$ cat config.mk
export PLATFORM = sky130hd
export DESIGN_NAME = mem_bus_arbiter
export DESIGN_NICKNAME = d
export VERILOG_FILES = /design/src/rtl/mem_bus_arbiter_pkg.sv /design/src/rtl/arb_timeout_counter.sv /design/src/rtl/mem_bus_arbiter.sv
export SDC_FILE = /design/constraint.sdc
export NUM_CORES = 1
export LEC_CHECK = 0
export ABC_AREA = 1
export BUFFER_PORTS_ARGS = -buffer_cell sky130_fd_sc_hd__buf_2
export CORE_ASPECT_RATIO = 1.5
export CORE_MARGIN = 3
export CORE_UTILIZATION = 40
export DETAILED_ROUTE_END_ITERATION = 12
export GPL_ROUTABILITY_DRIVEN = 1
export MAX_ROUTING_LAYER = met4
export PLACE_DENSITY = 0.84
export SETUP_SLACK_MARGIN = 0.4
export SYNTH_ARGS = -nofsm -noshare
export SYNTH_HDL_FRONTEND = slang
export SYNTH_SLANG_ARGS = --single-unit
$ cat constraint.sdc
create_clock -name clk -period 4.37 [get_ports clk]
set_clock_uncertainty 0.2 [all_clocks]
set_input_delay 0.437 -clock clk [delete_from_list [all_inputs] [get_ports clk]]
set_output_delay 0.437 -clock clk [all_outputs]
set_load 0.05 [all_outputs]
$ cat src/rtl/mem_bus_arbiter_pkg.sv
// Shared encodings and default widths for the Risco-5 memory path (core, arbiter, SPI controller).
// Holds no logic; widths here are the defaults the top-level instances agree on.
package mem_bus_arbiter_pkg;

  localparam int ADDR_W_DEF = 24;
  localparam int DATA_W_DEF = 32;

  typedef enum logic [1:0] {
    ARB_IDLE    = 2'd0,
    ARB_GRANT_I = 2'd1,
    ARB_GRANT_D = 2'd2,
    ARB_RESP    = 2'd3
  } arb_state_e;

  typedef enum logic {
    OWN_I = 1'b0,
    OWN_D = 1'b1
  } owner_e;

  localparam logic [3:0] FETCH_WSTRB = 4'hF;

  // Bits needed to hold 0..max_val, never less than one.
  function automatic int cnt_width(input int max_val);
    return (max_val < 2) ? 1 : $clog2(max_val + 1);
  endfunction

endpackage

$ cat src/rtl/arb_timeout_counter.sv
// Loadable up-counter with clear/enable and a terminal-count flag; TC_VAL of 0 never flags.
// Single-cycle update, no handshake: clear beats load, load beats enable.
module arb_timeout_counter #(
  parameter int W      = 8,
  parameter int TC_VAL = 255
) (
  input  logic         clk,
  input  logic         rst,
  input  logic         clr,
  input  logic         load,
  input  logic [W-1:0] load_val,
  input  logic         en,
  output logic         tc
);

  logic [W-1:0] count_q, count_d;

  always_comb begin
    count_d = count_q;
    if (clr) begin
      count_d = '0;
    end else if (load) begin
      count_d = load_val;
    end else if (en) begin
      count_d = count_q + 1'b1;
    end
  end

  always_ff @(posedge clk or posedge rst) begin
    if (rst) begin
      count_q <= '0;
    end else begin
      count_q <= count_d;
    end
  end

  assign tc = (TC_VAL != 0) && (count_q == W'(TC_VAL));

endmodule

$ cat src/rtl/mem_bus_arbiter.sv
// Two-requester (fetch/data) arbiter for the single SPI memory port with data-streak fairness and timeout.
// req->m_req 1 cycle, m_ack->x_ack 1 cycle; requests are held off (not sampled) until the arbiter is IDLE.
module mem_bus_arbiter
  import mem_bus_arbiter_pkg::*;
#(
  parameter int ADDR_W       = ADDR_W_DEF,
  parameter int DATA_W       = DATA_W_DEF,
  parameter int MAX_D_STREAK = 3,
  parameter int TIMEOUT_CYC  = 255
) (
  input  logic              clk,
  input  logic              rst,
  input  logic              i_req,
  input  logic [ADDR_W-1:0] i_addr,
  output logic              i_ack,
  output logic              i_err,
  output logic [DATA_W-1:0] i_rdata,
  input  logic              d_req,
  input  logic              d_we,
  input  logic [ADDR_W-1:0] d_addr,
  input  logic [DATA_W-1:0] d_wdata,
  input  logic [3:0]        d_wstrb,
  output logic              d_ack,
  output logic              d_err,
  output logic [DATA_W-1:0] d_rdata,
  output logic              m_req,
  output logic              m_we,
  output logic [ADDR_W-1:0] m_addr,
  output logic [DATA_W-1:0] m_wdata,
  output logic [3:0]        m_wstrb,
  input  logic              m_ack,
  input  logic [DATA_W-1:0] m_rdata,
  output logic              busy
);

  localparam int STK_W = cnt_width(MAX_D_STREAK);
  localparam int TMR_W = cnt_width(TIMEOUT_CYC);

  arb_state_e        state_q, state_d;
  logic [STK_W-1:0]  d_streak_q, d_streak_d;
  logic              m_req_q, m_req_d;
  logic              m_we_q, m_we_d;
  logic [ADDR_W-1:0] m_addr_q, m_addr_d;
  logic [DATA_W-1:0] m_wdata_q, m_wdata_d;
  logic [3:0]        m_wstrb_q, m_wstrb_d;
  logic              i_ack_q, i_ack_d, d_ack_q, d_ack_d;
  logic              i_err_q, i_err_d, d_err_q, d_err_d;
  logic [DATA_W-1:0] i_rdata_q, i_rdata_d, d_rdata_q, d_rdata_d;

  logic   grant;
  owner_e grant_own;
  logic   timer_clr;
  logic   timer_tc;
  logic   in_grant;

  assign in_grant = (state_q == ARB_GRANT_I) || (state_q == ARB_GRANT_D);

  // Loaded with 1 on grant so the count equals the number of GRANT cycles seen.
  arb_timeout_counter #(
    .W      (TMR_W),
    .TC_VAL (TIMEOUT_CYC)
  ) u_timer (
    .clk      (clk),
    .rst      (rst),
    .clr      (timer_clr),
    .load     (grant),
    .load_val (TMR_W'(1)),
    .en       (in_grant),
    .tc       (timer_tc)
  );

  always_comb begin
    state_d    = state_q;
    d_streak_d = d_streak_q;
    m_req_d    = m_req_q;
    m_we_d     = m_we_q;
    m_addr_d   = m_addr_q;
    m_wdata_d  = m_wdata_q;
    m_wstrb_d  = m_wstrb_q;
    i_ack_d    = 1'b0;
    d_ack_d    = 1'b0;
    i_err_d    = 1'b0;
    d_err_d    = 1'b0;
    i_rdata_d  = i_rdata_q;
    d_rdata_d  = d_rdata_q;
    grant      = 1'b0;
    grant_own  = OWN_I;
    timer_clr  = 1'b0;

    case (state_q)
      ARB_IDLE: begin
        if (d_req && (!i_req || (d_streak_q < STK_W'(MAX_D_STREAK)))) begin
          grant     = 1'b1;
          grant_own = OWN_D;
        end else if (i_req) begin
          grant     = 1'b1;
          grant_own = OWN_I;
        end
        if (grant) begin
          m_req_d = 1'b1;
          if (grant_own == OWN_D) begin
            state_d   = ARB_GRANT_D;
            m_we_d    = d_we;
            m_addr_d  = d_addr;
            m_wdata_d = d_wdata;
            m_wstrb_d = d_wstrb;
            // Data only wins over a pending fetch below the cap, so this never overflows.
            d_streak_d = i_req ? d_streak_q + 1'b1 : '0;
          end else begin
            state_d    = ARB_GRANT_I;
            m_we_d     = 1'b0;
            m_addr_d   = i_addr;
            m_wdata_d  = '0;
            m_wstrb_d  = FETCH_WSTRB;
            d_streak_d = '0;
          end
        end
      end
      ARB_GRANT_I, ARB_GRANT_D: begin
        if (m_ack) begin
          m_req_d   = 1'b0;
          timer_clr = 1'b1;
          state_d   = ARB_RESP;
          if (state_q == ARB_GRANT_D) begin
            d_ack_d   = 1'b1;
            d_rdata_d = m_rdata;
          end else begin
            i_ack_d   = 1'b1;
            i_rdata_d = m_rdata;
          end
        end else if (timer_tc) begin
          m_req_d   = 1'b0;
          timer_clr = 1'b1;
          state_d   = ARB_RESP;
          if (state_q == ARB_GRANT_D) begin
            d_err_d = 1'b1;
          end else begin
            i_err_d = 1'b1;
          end
        end
      end
      default: begin
        state_d = ARB_IDLE;
      end
    endcase
  end

  always_ff @(posedge clk or posedge rst) begin
    if (rst) begin
      state_q    <= ARB_IDLE;
      d_streak_q <= '0;
      m_req_q    <= 1'b0;
      m_we_q     <= 1'b0;
      m_addr_q   <= '0;
      m_wdata_q  <= '0;
      m_wstrb_q  <= '0;
      i_ack_q    <= 1'b0;
      d_ack_q    <= 1'b0;
      i_err_q    <= 1'b0;
      d_err_q    <= 1'b0;
      i_rdata_q  <= '0;
      d_rdata_q  <= '0;
    end else begin
      state_q    <= state_d;
      d_streak_q <= d_streak_d;
      m_req_q    <= m_req_d;
      m_we_q     <= m_we_d;
      m_addr_q   <= m_addr_d;
      m_wdata_q  <= m_wdata_d;
      m_wstrb_q  <= m_wstrb_d;
      i_ack_q    <= i_ack_d;
      d_ack_q    <= d_ack_d;
      i_err_q    <= i_err_d;
      d_err_q    <= d_err_d;
      i_rdata_q  <= i_rdata_d;
      d_rdata_q  <= d_rdata_d;
    end
  end

  assign m_req   = m_req_q;
  assign m_we    = m_we_q;
  assign m_addr  = m_addr_q;
  assign m_wdata = m_wdata_q;
  assign m_wstrb = m_wstrb_q;
  assign i_ack   = i_ack_q;
  assign d_ack   = d_ack_q;
  assign i_err   = i_err_q;
  assign d_err   = d_err_q;
  assign i_rdata = i_rdata_q;
  assign d_rdata = d_rdata_q;
  assign busy    = (state_q != ARB_IDLE);

endmodule

# Word level (Yosys, flattened, before mapping)
# Index checks and enable logic that the tools add are counted.
[word_totals] input_bits=122 output_inout_bits=131 reg_bits=142
[op_classes] n_bitwise=1 n_addsub=2 n_reduce_logical=14 n_lt_le_gt_ge=1 n_mux=39 eq_ne=5
[ops] cell="32-bit two-way mux" count=1
[ops] cell="1-bit two-way mux" count=25
[ops] cell="24-bit two-way mux" count=1
[ops] cell="8-bit two-way mux" count=3
[ops] cell="2-bit two-way mux" count=6
[ops] cell="3-bit AND reduction" count=3
[ops] cell="8-bit by 1-bit adder with 8-bit output (second input constant)" count=1
[ops] cell="8-bit equality test (second input constant)" count=1
[ops] cell="4-bit two-way mux" count=1
[ops] cell="2-bit case mux with 2 select lines" count=1
[ops] cell="2-bit AND reduction" count=2
[ops] cell="2-bit nonzero test" count=2
[ops] cell="3-bit inequality test (second input constant)" count=1
[ops] cell="3-bit nonzero test" count=1
[ops] cell="2-bit by 1-bit adder with 2-bit output (second input constant)" count=1
[ops] cell="2-bit by 1-bit equality test with 1-bit output (second input constant)" count=1
[ops] cell="2-bit equality test (second input constant)" count=1
[ops] cell="2-bit zero test" count=1
[ops] cell="1-bit logical OR" count=2
[ops] cell="2-bit less-than comparator (second input constant)" count=1
[ops] cell="2-bit inequality test (second input constant)" count=1
[ops] cell="1-bit case mux with 2 select lines" count=1
[ops] cell="2-bit OR reduction" count=1
[ops] cell="1-bit logical AND" count=1
[ops] cell="other kinds (2)" count=2

# Depth between registers and ports, before layout
# Gate-level depths: netlist of run 1.
[logic_depth] depth_word=8 ltp_mapped=8 depth_no_buf=8

# Modules after synthesis
# A second synthesis of run 1 with hierarchy kept.
[unflattened] hier_cells=719 hier_area_um2=5997.0
[by_module_without_submodules] module="mem_bus_arbiter" n_inst=1 seq_area_each_um2=3353.2 cells_per_inst=634 area_each_um2=5446.5
[by_module_without_submodules] module="arb_timeout_counter" n_inst=1 seq_area_each_um2=200.2 cells_per_inst=85 area_each_um2=550.5

# Worst setup path before layout of run 1
# Ideal clock, no wire load.
[synth_path] path_type="register -> register" startpoint="reg state_q[0]" endpoint="reg m_wdata_q[0], in the netlist m_wdata[0]" setup_time_ns=0.121 t_required_ns=4.049 stages_incl_launch_ff=7 arrival_time_ns=1.475 slack_ns=2.574 path_buffers=1 path_cell_list="dfrtp_1 > inv_1 > ha_1 > inv_1 > nor2_4 > buf_2 > a22o_1"
[synth_via] elab_chain_cells=2
[synth_lines] element="start, declared" line="mem_bus_arbiter.sv:39" rtl="arb_state_e state_q, state_d;"
[synth_lines] element="start signal, assigned" line="mem_bus_arbiter.sv:164" rtl="state_q <= state_d;"
[synth_lines] element="2-bit zero test" line="mem_bus_arbiter.sv:90" rtl="case (state_q)"
[synth_lines] element="2-bit AND reduction (no line)"
[synth_lines] element="end signal, assigned" line="mem_bus_arbiter.sv:169" rtl="m_wdata_q <= m_wdata_d;"
[synth_lines] element="end, declared" line="mem_bus_arbiter.sv:44" rtl="logic [DATA_W-1:0] m_wdata_q, m_wdata_d;"
# No other way between the ends.
# A chain may end at the register's enable or synchronous reset.

# Final worst setup path of run 1
[layout_path] startpoint="reg state_q[0]" endpoint="reg d_rdata_q[4], in the netlist d_rdata[4]"
[layout_via] elab_chain_cells=3
[layout_lines] element="2-bit by 1-bit equality test with 1-bit output or 2-bit equality test (tied branches)" line="mem_bus_arbiter.sv:90, mem_bus_arbiter.sv:124"
[layout_lines] element="2-bit OR reduction" line="mem_bus_arbiter.sv:90"
[layout_lines] element="3-bit AND reduction (no line) *"
[layout_lines] element="end signal, assigned" line="mem_bus_arbiter.sv:176" rtl="d_rdata_q <= d_rdata_d;"
[layout_lines] element="end, declared" line="mem_bus_arbiter.sv:48" rtl="logic [DATA_W-1:0] i_rdata_q, i_rdata_d, d_rdata_q, d_rdata_d;"
# Every way passes the cells marked *; elsewhere a longest branch is shown, timed or not.

==> results of run 1 <==
==> per-stage QoR <==
stage                     instances  hold WS, ns  setup slack, ns
final                           984      0.04201            1.738
after global placement          951       0.2597            1.841
after detailed placement        951       0.2677            1.758
after CTS                       982      0.01654            1.737
after floorplan                 565       0.2531            1.956
after global routing            984      0.02392            1.444
==> cell usage in the layout (no fill, tap or decap) <==
cell           count
a21oi_1            1
a21oi_2            1
a22o_1            33
buf_12             1
buf_2            252
buf_4              2
bufinv_16          1
clkbuf_16         17
clkbuf_8           4
clkinv_2           3
clkinv_4           2
clkinvlp_4         3
dfrtp_1          142
diode_2            2
dlygate4sd3_1      1
ha_1               5
inv_1             47
inv_2              3
inv_6              1
nand2_1          123
nand2_2            1
nand3_1            5
nand3_2            2
nand3b_1           1
nand4_1            1
nor2_1            33
nor2_2             1
nor2_4             1
nor4_1             2
o21ai_0           84
o21ai_1           38
o21ai_4            1
o22a_1             4
xnor2_1            2
xor2_1             2
==> state kept, by name (all words and copies together) (netlist names) <==
name	count
d_ack	1
d_err	1
d_rdata	32
d_streak_q	2
i_ack	1
i_err	1
i_rdata	32
m_addr	24
m_req	1
m_wdata	32
m_we	1
m_wstrb	4
state_q	2
u_timer.count_q	8
==> cell families (layout without fill, tap and decap cells) <==
group,after synthesis,count (layout),share of synthesized area
buffers and inverters,82,337,0.05889
adder cells (fa/ha/maj),5,5,0.01115
XOR/XNOR,4,4,0.006247
AO/OA/AOI/OAI,162,162,0.1706
AND/OR/NAND/NOR,170,170,0.1196
other,0,2,0
flip-flops,142,142,0.6335
==> power by group <==
group / switching, mW / internal [mW] / leakage, nW
registers: 0.309 / 1.89 / 1.79
logic: 2.87 / 0.842 / 2.06
clock network: 0.530 / 0.838 / 0.277
==> final cells by class <==
type	count	area, sq um
clock inverters	9	86.33
repair buffers	256	1306
multi-input cells	341	1743
diodes	2	5.005
inverters	51	195.2
fillers	1236	6026
well taps	162	202.7
clock buffers	21	480.5
flip-flops and latches	142	3553
==> what timing repair did <==
item	4_1_cts	5_1_grt
hold endpoints to repair	16	0
hold buffers	1	0
setup buffers	0	0
==> Yosys cell counts (all sizes together) <==
master	n
a21oi	2
a22o	33
buf	20
clkbuf	11
dfrtp	142
ha	5
inv	51
nand2	124
nand3	7
nand3b	1
nand4	1
nor2	35
nor4	2
o21ai	123
o22a	4
xnor2	2
xor2	2
==> per-layer routing <==
metal	wire, um	track usage	up-vias
li1	-	-	2345
met1	5715	0.2227	2227
met2	7550	0.3263	191
met3	937	0.05253	28
met4	308	0.07682	0
met5	0	-	-
==> worst max-delay path, stage by stage (launching register included) <==
cell	delay [ns]
dfrtp_1	0.37
inv_1	0.07
ha_1	0.43
nand3_2	0.86
o21ai_0	0.56
==> worst paths after layout <==
path,startpoint,end,slack [ns]
max in group asynchronous,rst,i_rdata[8],2.41
min in group asynchronous,rst,m_wdata[17],0.54
min,d_wdata[16],m_wdata[16],0.04
min reg2reg,d_rdata[29],d_rdata[29],0.28
max,state_q[0],d_rdata[4],1.74
max reg2reg,state_q[0],d_rdata[4],1.74
==> summary.txt, run 1 <==
Outcome
  • Status: completed

Power
  • P_leak: about 4.1 nW
  • P per Cell Area: 960.3 nW/um^2
  • Total power: between 7 and 8 mW
  • VDD IR max: 0.5181 mV

STA
  • Fin. max-slew vios: 0
  • Final hold vios: 0
  • Final min period: between 2 and 3 ns
  • RSZ-0062 raised after global routing: no
  • Max Clk Rate: approximately 380 MHz
  • Final worst-path cycle share: 0.6023
  • Max_slew headroom: 0.2815
  • Least-Margin Pin Slew: ~1.1 ns
  • Final setup fails: 0
  • Total negative setup slack: 0 ns

Placed design
  • Post-DP Area: 6990 sq um
  • DP Wirelength: between 10 and 15 mm
  • IO Port Bufs: 252
  • Placer's final routability congestion estimate: about 0.81

Cells and area
  • Share of layout cells above drive strength 1: 0.3610
  • Layout Nets: approximately 940
  • Fin util: 0.5569
  • Final instance area: ~7600 sq um
  • Area Growth Syn to Fin: 35.00%

Clocking
  • Clock Tree Root: clkbuf_16
  • Clock sinks: 142
  • Clock buffer depth: 2
  • Clock-pin transition on the worst setup and hold timing paths: 0.06 ns
  • Clock insertion delay at the later pin of the skew report: around 0.4 ns
  • CTS resizes: 0
  • TritonCTS clock tree: yes
  • H-Tree Depth: 4
  • Num CTS Buffers: 17

Logic synthesis
  • Post-synth top area share: 0.6335
  • Top cells by area, synth: dfrtp_1 63%, nand2_1 8.2%, o21ai_0 7.5%
  • Synth Cell Area: about 5600 sq um
  • Yosys top cell by area: dfrtp_1
  • Mapped Nets: about 690
  • Post-synth cell types: 25
  • Cell count after synthesis: ~570
  • Ys Warns: 0
  • Syn_area_per_cell: a little under 10 sq um
  • Flops & latches, synth: about 140
  • Seq/Total Area, Yosys: 0.6335

GRT
  • Total gr overflow: 0
  • Vias in the first global route: approximately 4700
  • First-pass GRT wire length: 22.94 mm
  • Initial antenna violation count: 2
  • Largest net degree at the start of global routing: 66
  • Total GRT Usage: 0.1959

Floorplanning
  • Initial Util: 0.4125
  • Die Width: between 100 and 150 um
  • Die H: between 150 and 200 um
  • FP Rows: between 50 and 60
  • Die Area: 15510 sq um
  • Core Region: around 14000 sq um
  • I/O pin count: around 250

Worst setup path
  • WP data required: approximately 4.4 ns
  • Critical-path maximum fanout: 65
  • Reg2reg path depth: 4
  • Critical path data arrival time: between 2 and 3 ns
  • Critical path startpoint category: flop
  • Critical Path End Type: flop
  • Crit Path Class: flop to flop

Detailed routing
  • DRC viols: 0
  • Post-route ant nets: 0
  • DR iter-0 viols: approximately 180
  • WL/cell: roughly 15 um
  • First-pass iteration count of the detailed router: 6
  • Number of vias per cell: 4.869
  • DRT Wirelength: about 15 mm
  • DR vias: between 4000 and 5000

Min path
  • Hold Crit Class: primary input to flop
  • WHS Path Cells: 2

Flow run
  • Max_cap viols: 0
(Power assumes the default switching activity.)
==> run 2, diff against run 1 <==
--- a/config.mk
+++ b/config.mk
@@ -5,7 +5,7 @@
 export SDC_FILE = /design/constraint.sdc
 export NUM_CORES = 1
 export LEC_CHECK = 0
-export ABC_AREA = 1
+export ABC_AREA = 0
 export BUFFER_PORTS_ARGS = -buffer_cell sky130_fd_sc_hd__buf_2
 export CORE_ASPECT_RATIO = 1.5
 export CORE_MARGIN = 3
==> constraint.sdc (replaced) <==
create_clock -name clk -period 2.3 [get_ports clk]
set_clock_uncertainty 0.2 [all_clocks]
set_input_delay 0.23 -clock clk [delete_from_list [all_inputs] [get_ports clk]]
set_output_delay 0.23 -clock clk [all_outputs]
set_load 0.05 [all_outputs]
==> summary.txt, run 2 <==
Min path
  • Hold Crit Class: primary input to flop
  • WHS Path Cells: 4
  • Hold_sp: m_ack
  • Hold Path End: u_timer.count_q[4]

Clocking
  • H-Tree Depth: 4
  • Clock buffer depth: 2
  • Num CTS Buffers: 17
  • Post-CTS setup buffers: 0
  • Clock Tree Root: clkbuf_16
  • Clock insertion delay at the later pin of the skew report: ~0.4 ns
  • Clock-pin transition on the worst setup and hold timing paths: around 0.060 ns
  • TritonCTS clock tree: yes
  • Clock sinks: between 100 and 150

Power
  • Power share of the sequential group: 0.280
  • VDD IR max: between 1 and 1.5 mV
  • Internal Power: around 7.6 mW
  • Fraction of power consumed by combinational cells: 0.521
  • Sw Ratio: 0.4931
  • P per Cell Area: ~1700 nW/um^2
  • Total power: 15.03 mW
  • P_leak: about 4.7 nW
  • Clk pwr share: 0.199
  • Sw power: roughly 7.4 mW

Logic synthesis
  • Post-synth top area share: 0.6250
  • Syn_area_per_cell: 11.89 sq um
  • Leading post-synthesis cells by instance count: 142 x dfrtp_1, 129 x nand2_1, 36 x a22o_1
  • Post-synth cell types: 36
  • Post-synth EDFFs: 0
  • Post-synth ARST share: 1.000
  • Ys Warns: 0
  • Seq/Total Area, Yosys: 0.6250
  • Mapped Nets: ~610
  • Synth Cell Area: 5685 sq um
  • Most common cell in the netlist: dfrtp_1
  • Yosys top cell by area: dfrtp_1
  • Ys flop type: dfrtp_1
  • Flops & latches, synth: 142
  • Cell count after synthesis: approximately 480
  • Top cells by area, synth: dfrtp_1 63%, nand2_1 8.5%, mux2_2 6.3%

Detailed routing
  • WL/cell: 16.88 um
  • Number of vias per cell: between 4 and 5
  • Post-route ant nets: 0
  • DRT Wirelength: around 18 mm
  • DR vias: 5130
  • First-pass iteration count of the detailed router: 5
  • DRC viols: 0
  • DR iter-0 viols: around 150

STA
  • RSZ-0062 raised after global routing: no
  • Final setup fails: 0
  • Max Clk Rate: 551.5 MHz
  • Final hold vios: 0
  • Total negative setup slack: 0 ns
  • Max_slew headroom: 0.5701
  • Final worst-path cycle share: 0.7883
  • Fin. max-slew vios: 0
  • Final min period: about 1.8 ns
  • Least-Margin Pin Slew: between 0.6 and 0.7 ns

Floorplanning
  • Die Width: just over 100 um
  • Core Region: approximately 14000 sq um
  • Die H: around 150 um
  • FP Rows: between 50 and 60
  • Initial Util: 0.4141
  • Die Area: 15710 sq um
  • I/O pin count: ~250

Worst setup path
  • Crit Path Class: flop to output port
  • Critical path startpoint category: flop
  • WP data required: 1.87 ns
  • Critical Path End Type: output port
  • Reg2reg path depth: 5
  • R2R Path End: u_timer.count_q[5]
  • R2r startpoint: u_timer.count_q[0]
  • Critical-path maximum fanout: 4
  • Critical path data arrival time: 1.38 ns
  • R2r setup slk: approximately 0.50 ns

Outcome
  • Status: completed

Flow run
  • Max_cap viols: 0

GRT
  • Vias in the first global route: roughly 5500
  • Total gr overflow: 0
  • Largest net degree at the start of global routing: 87
  • Initial antenna violation count: 0
  • First-pass GRT wire length: 27.52 mm
  • Total GRT Usage: 0.2310

Placed design
  • DP Wirelength: about 11 mm
  • IO Port Bufs: 252
  • Post-DP Area: approximately 7000 sq um
  • Placer's final routability congestion estimate: around 0.77

Cells and area
  • Final instance area: 9052 sq um
  • Fin util: 0.6594
  • Antenna fix cells: 0
  • Layout Nets: a little under 1000
  • Area Growth Syn to Fin: 59.22%
  • Share of layout cells above drive strength 1: 0.3891
  • Most frequent cells in the layout: 251 x buf_2, 142 x dfrtp_1, 129 x nand2_1
  • Commonest non-fill, non-tap cell in the layout: buf_2
-- run 2: cell types whose count changed after synthesis, moves of 3 or more --
cell     change
a22o_1       +3
a31oi_1      +4
buf_2        -7
buf_6        +6
inv_1       -41
inv_2        -3
mux2_2      +32
mux2i_1     +26
nand2_1      +6
nor2_1      -27
o21ai_0     -66
o21ai_1     -26
-- run 2: metrics by stage --
stage | hold WS [ns] | setup WS (ns) | instances
2_1_floorplan | 0.1354 | 0.09293 | 478
3_3_place_gp | 0.1580 | 0.4284 | 900
3_5_place_dp | 0.1623 | 0.3413 | 900
4_1_cts | 0.007343 | 0.4034 | 1049
5_1_grt | 0.04558 | 0.3692 | 1050
6_report | 0.04093 | 0.4869 | 1050
-- run 2: worst max-delay path by stage --
stage | startpoint | endpoint | slack, ns
floorplan | rst | d_ack | 0.09
global placement | state_q[1] | u_timer.count_q[6] | 0.43
detailed placement | state_q[1] | u_timer.count_q[6] | 0.34
CTS | state_q[1] | u_timer.count_q[6] | 0.40
global route | u_timer.count_q[0] | u_timer.count_q[6] | 0.37
finish | state_q[0] | busy | 0.49
-- run 2: routing by layer --
layer	GRT usage	routed length, um	share of wire	vias up
met5	-	0	0	-
li1	-	-	-	2386
met2	0.3850	8972	0.51	250
met1	0.2565	6782	0.38	2435
met3	0.05092	1223	0.069	59
met4	0.1086	743	0.042	0
-- run 2: cell families (layout without fill, tap and decap cells) --
family | Yosys count | after routing | synth area share
flops | 142 | 142 | 0.6250
simple gates | 152 | 152 | 0.1085
mux | 58 | 58 | 0.1092
compound gates | 84 | 85 | 0.1085
fa+ha+maj | 5 | 5 | 0.01100
buf+inv | 35 | 417 | 0.03477
xor+xnor | 2 | 2 | 0.003082
-- run 2: power groups by stage --
stage	Combinational, mW	Clock [mW]	Sequential [mW]
floorplan	2.10	0	7.81
global placement	7.44	0	4.14
CTS	7.73	3.06	4.17
global route	8.30	3.17	4.33
detailed placement	7.55	0	4.19
finish	7.83	2.99	4.21
-- run 2: timing repair --
action / 4_1_cts / 5_1_grt
cloned: 0 / 1
hold buffers: 119 / 0
gates resized for setup: 3 / 5
hold endpoints to repair: 149 / 0
pin swaps: 0 / 0
setup endpoints to repair: 4 / 41
-- run 2: area by class of cell --
type                    count  area, sq um
fillers                   962         4676
flip-flops and latches    142         3553
inverters                   7        30.03
repair buffers            380         2601
clock buffers              17        425.4
well taps                 189        236.5
clock inverters            13        214.0
multi-input cells         302         1992
-- run 2: critical path: stages (launching register included) --
cell and delay, ns:
dfrtp_1 0.38, inv_1 0.14, ha_4 0.18, inv_1 0.08, buf_4 0.20
==> run 3, diff against run 2 <==
--- a/config.mk
+++ b/config.mk
@@ -5,7 +5,7 @@
 export SDC_FILE = /design/constraint.sdc
 export NUM_CORES = 1
 export LEC_CHECK = 0
-export ABC_AREA = 0
+export ABC_AREA = 1
 export BUFFER_PORTS_ARGS = -buffer_cell sky130_fd_sc_hd__buf_2
 export CORE_ASPECT_RATIO = 1.5
 export CORE_MARGIN = 3
==> constraint.sdc (replaced) <==
create_clock -name clk -period 1.5 [get_ports clk]
set_clock_uncertainty 0.2 [all_clocks]
set_input_delay 0.15 -clock clk [delete_from_list [all_inputs] [get_ports clk]]
set_output_delay 0.15 -clock clk [all_outputs]
set_load 0.05 [all_outputs]
==> summary.txt, run 3 <==
Floorplanning
  • Initial Util: 0.4125
  • FP Rows: 52
  • I/O pin count: 253
  • Die Width: between 100 and 150 um
  • Die H: between 150 and 200 um

Logic synthesis
  • Post-synth cell types: 25
  • Yosys top cell by area: dfrtp_1
  • Post-synth top area share: 0.6335
  • Flops & latches, synth: between 100 and 150
  • Synth Cell Area: about 5600 sq um
  • Most common cell in the netlist: dfrtp_1
  • Post-synth EDFFs: 0
  • Mapped Nets: 692
  • Ys flop type: dfrtp_1
  • Syn_area_per_cell: 9.928 sq um
  • Cell count after synthesis: 565
  • Seq/Total Area, Yosys: 0.6335
  • Post-synth ARST share: 1.000
  • Ys Warns: 0
  • Top cells by area, synth: dfrtp_1 63%, nand2_1 8.2%, o21ai_0 7.5%
  • Leading post-synthesis cells by instance count: 142 x dfrtp_1, 123 x nand2_1, 84 x o21ai_0

Clocking
  • Clock sinks: between 100 and 150
  • H-Tree Depth: 4
  • Clock buffer depth: 2
  • Clock Tree Root: clkbuf_16
  • Num CTS Buffers: 17

GRT
  • Initial antenna violation count: 4
  • Total gr overflow: 2
  • Total GRT Usage: 0.6021
  • Largest net degree at the start of global routing: 80

Placed design
  • IO Port Bufs: between 200 and 300
  • DP Wirelength: between 10 and 15 mm
  • Dpl ws: -0.1477 ns
  • Dpl cells: slightly below 1000
  • Post-DP Area: about 7400 sq um
  • Placer's final routability congestion estimate: approximately 0.8

Outcome
  • Stop stage: 5_1_grt
  • Error: [ERROR GRT-0232] Routing congestion too high. Check the congestion heatmap in the GUI.
  • Status: did not finish

STA
  • WEP type: sequential cell input
  • Worst-path endpoint after global-route repair_timing: u_timer.count_q[2]$_DFFE_PP0P_/D
==> run 3: cell count changes after synthesis, sizes merged, moves of 3 or more <==
cell | previous run | this run
a31oi | 4 | 0
mux2 | 32 | 0
a22o | 36 | 33
nand2 | 129 | 124
mux2i | 26 | 0
nor2 | 6 | 35
o21ai | 31 | 123
inv | 7 | 51
==> run 3: cell families after synthesis <==
family / Yosys count / synth area share
XOR/XNOR: 4 / 0.006247
AND/OR/NAND/NOR: 170 / 0.1196
flip-flops: 142 / 0.6335
AO/OA/AOI/OAI: 162 / 0.1706
buffers and inverters: 82 / 0.05889
adder cells (fa/ha/maj): 5 / 0.01115
==> run 3: timing repair <==
| item | in CTS |
|---|---|
| setup endpoints to repair | 273 |
| pin swaps | 24 |
| hold buffers | 120 |
| gates resized for setup | 373 |
| buffers inserted | 68 |
| cloned | 20 |
| endpoints found under the hold margin | 271 |
==> run 3: per-stage QoR <==
step / hold slack [ns] / TNS (ns)
global placement: 0.09976 / -2.659
detailed placement: 0.1058 / -5.642
floorplan: 0.02265 / -99.07
CTS: 0.02068 / -19.56
==> run 3: layer usage <==
layer	GRT overflow	GRT usage
met1	0	0.5855
met2	1	0.8289
met3	0	0.3083
met4	1	0.5962
met5	-	-
==> run 4, diff against run 3 <==
--- a/config.mk
+++ b/config.mk
@@ -7,14 +7,11 @@
 export LEC_CHECK = 0
 export ABC_AREA = 1
 export BUFFER_PORTS_ARGS = -buffer_cell sky130_fd_sc_hd__buf_2
-export CORE_ASPECT_RATIO = 1.5
 export CORE_MARGIN = 3
-export CORE_UTILIZATION = 40
+export CORE_UTILIZATION = 25
 export DETAILED_ROUTE_END_ITERATION = 12
 export GPL_ROUTABILITY_DRIVEN = 1
-export MAX_ROUTING_LAYER = met4
-export PLACE_DENSITY = 0.84
-export SETUP_SLACK_MARGIN = 0.4
+export PLACE_DENSITY_LB_ADDON = 0.15
 export SYNTH_ARGS = -nofsm -noshare
 export SYNTH_HDL_FRONTEND = slang
 export SYNTH_SLANG_ARGS = --single-unit
==> constraint.sdc (replaced) <==
create_clock -name clk -period 2 [get_ports clk]
set_clock_uncertainty 0.2 [all_clocks]
set_input_delay 0.2 -clock clk [delete_from_list [all_inputs] [get_ports clk]]
set_output_delay 0.2 -clock clk [all_outputs]
set_load 0.05 [all_outputs]
==> summary.txt, run 4 (synthesis results as in run 1) <==
Clocking
  • Num CTS Buffers: 17
  • Clock Tree Root: clkbuf_16
  • Clock buffer depth: 2
  • H-Tree Depth: 4
  • Clock insertion delay at the later pin of the skew report: between 0.4 and 0.5 ns
  • Clock sinks: about 140
  • TritonCTS clock tree: yes
  • Clock-pin transition on the worst setup and hold timing paths: approximately 0.060 ns

Worst setup path
  • Reg2reg path depth: 8
  • CP dominant cell by count: inv_1
  • Cells along the critical path: inv_1 -> ha_2 -> inv_1 -> buf_4
  • Critical path data arrival time: about 1.5 ns
  • Crit path buffers/inverters: 3
  • R2r startpoint: state_q[1]
  • WP data required: approximately 1.6 ns
  • R2r setup slk: around 0.23 ns
  • Crit Path Class: flop to output port
  • CP delay by family, top: buffers and inverters
  • Critical path startpoint category: flop
  • Worst path max stage delay: around 0.37 ns
  • Critical-path maximum fanout: 3
  • R2R Path End: m_req
  • Critical Path End Type: output port
  • Crit path max-delay cell type: dfrtp_1

Cells and area
  • Most frequent cells in the layout: 251 x buf_2, 142 x dfrtp_1, 123 x nand2_1
  • Fill count: roughly 2200
  • Layout Nets: 1062
  • Storage element area: between 3000 and 4000 sq um
  • Area of the multi-input gates: ~1800 sq um
  • Final Non-Filler Cells: 1230
  • Area Growth Syn to Fin: 61.95%
  • Fin util: 0.4137
  • Share of layout cells above drive strength 1: 0.3238
  • Commonest non-fill, non-tap cell in the layout: buf_2

Power
  • Sw power: around 8.4 mW
  • VDD IR max: roughly 0.74 mV
  • Internal Power: 8.133 mW
  • P per Cell Area: between 1500 and 2000 nW/um^2
  • P_leak: ~4.7 nW
  • Power share of the sequential group: 0.286
  • Total power: between 15 and 20 mW
  • Fraction of power consumed by combinational cells: 0.520
  • Clk pwr share: 0.194
  • Sw Ratio: 0.5085

Detailed routing
  • DR vias: ~5300
  • DR iter-0 viols: a little under 300
  • DRC viols: 0
  • Number of vias per cell: 4.276
  • WL/cell: 14.48 um
  • First-pass iteration count of the detailed router: 4
  • Post-route ant nets: 0
  • DRT Wirelength: ~18 mm

STA
  • Final setup fails: 0
  • Final min period: ~1.9 ns
  • Worst setup margin: approximately 0.13 ns
  • Max Clk Rate: approximately 530 MHz
  • Least-Margin Pin Slew: around 0.45 ns
  • Max_slew headroom: 0.6983
  • Total negative setup slack: 0 ns
  • Final worst-path cycle share: 0.9356
  • Fin. max-slew vios: 0
  • RSZ-0062 raised after global routing: yes
  • Final hold vios: 0

GRT
  • Initial antenna violation count: 2
  • Vias in the first global route: 5577
  • First-pass GRT wire length: 28.86 mm
  • Largest net degree at the start of global routing: 81
  • Total GRT Usage: 0.1484
  • Total gr overflow: 0

Min path
  • WHS Path Cells: 5
  • Hold Path End: state_q[1]
  • Hold_sp: d_req
  • Hold Crit Class: primary input to flop

Floorplanning
  • Die Width: approximately 160 um
  • Initial Util: 0.2554
  • Die H: ~160 um
  • I/O pin count: between 200 and 300
  • Die Area: ~24000 sq um
  • FP Rows: 54
  • Core Region: approximately 22000 sq um

Outcome
  • Status: completed

Placed design
  • DP Wirelength: 11.58 mm
  • IO Port Bufs: approximately 250
  • Dpl cells: 1076
  • Placer's final routability congestion estimate: 0.7727
  • Dpl ws: 0.1377 ns

Flow run
  • Max_cap viols: 0
-- run 4: worst min-delay path, stage by stage --
cell     delay [ns]
buf_2          0.14
nand2_2        0.11
nor2_4         0.05
o21ai_0        0.15
o21ai_1        0.06
-- run 4: how the worst max path moves through the flow --
stage               cells past startpoint  slack (ns)       start            endpoint
floorplan                               1       -0.18         rst               d_ack
global placement                        8        0.18  state_q[1]  u_timer.count_q[7]
detailed placement                      8        0.14  state_q[0]  u_timer.count_q[7]
CTS                                     4        0.04  state_q[0]                busy
global route                            8       -0.02  state_q[1]               m_req
finish                                  4        0.13  state_q[0]                busy
-- run 4: metrics by stage --
stage,instance area (sq um),hold slack [ns]
after floorplan,5613,0.07197
after global placement,7278,0.1634
after detailed placement,7278,0.1608
after CTS,9071,0.1226
after global routing,9084,0.1679
final,9084,0.1414
-- run 4: layer usage --
| layer | vias to the layer above | GRT usage | share of wire |
|---|---|---|---|
| li1 | 2599 | - | - |
| met1 | 2477 | 0.1791 | 0.42 |
| met2 | 152 | 0.2544 | 0.50 |
| met3 | 31 | 0.03495 | 0.045 |
| met4 | 0 | 0.06182 | 0.028 |
| met5 | - | 0 | 0 |
-- run 4: cell type report --
cell class	count	area share
Sequential cell	142	0.3912
Timing Repair Buffer	382	0.2906
Multi-Input combinational cell	341	0.1927
Antenna cell	2	0.0005510
Clock buffer	18	0.04725
Clock inverter	14	0.01763
Inverter	51	0.02149
Tap cell	280	0.03857
-- run 4: timing repair --
item	4_1_cts	5_1_grt
resized for setup	1	3
endpoints found under the hold margin	271	0
setup endpoints to repair	1	8
setup buffers	0	0
hold buffers	120	0
-- run 4: power by group through the flow --
| stage | logic (mW) | clock network [mW] | registers [mW] |
|---|---|---|---|
| floorplan | 2.18 | 0 | 8.80 |
| global placement | 8.47 | 0 | 4.76 |
| detailed placement | 8.51 | 0 | 4.76 |
| CTS | 8.71 | 3.34 | 4.73 |
| global route | 9.25 | 3.45 | 4.90 |
| finish | 8.61 | 3.21 | 4.73 |
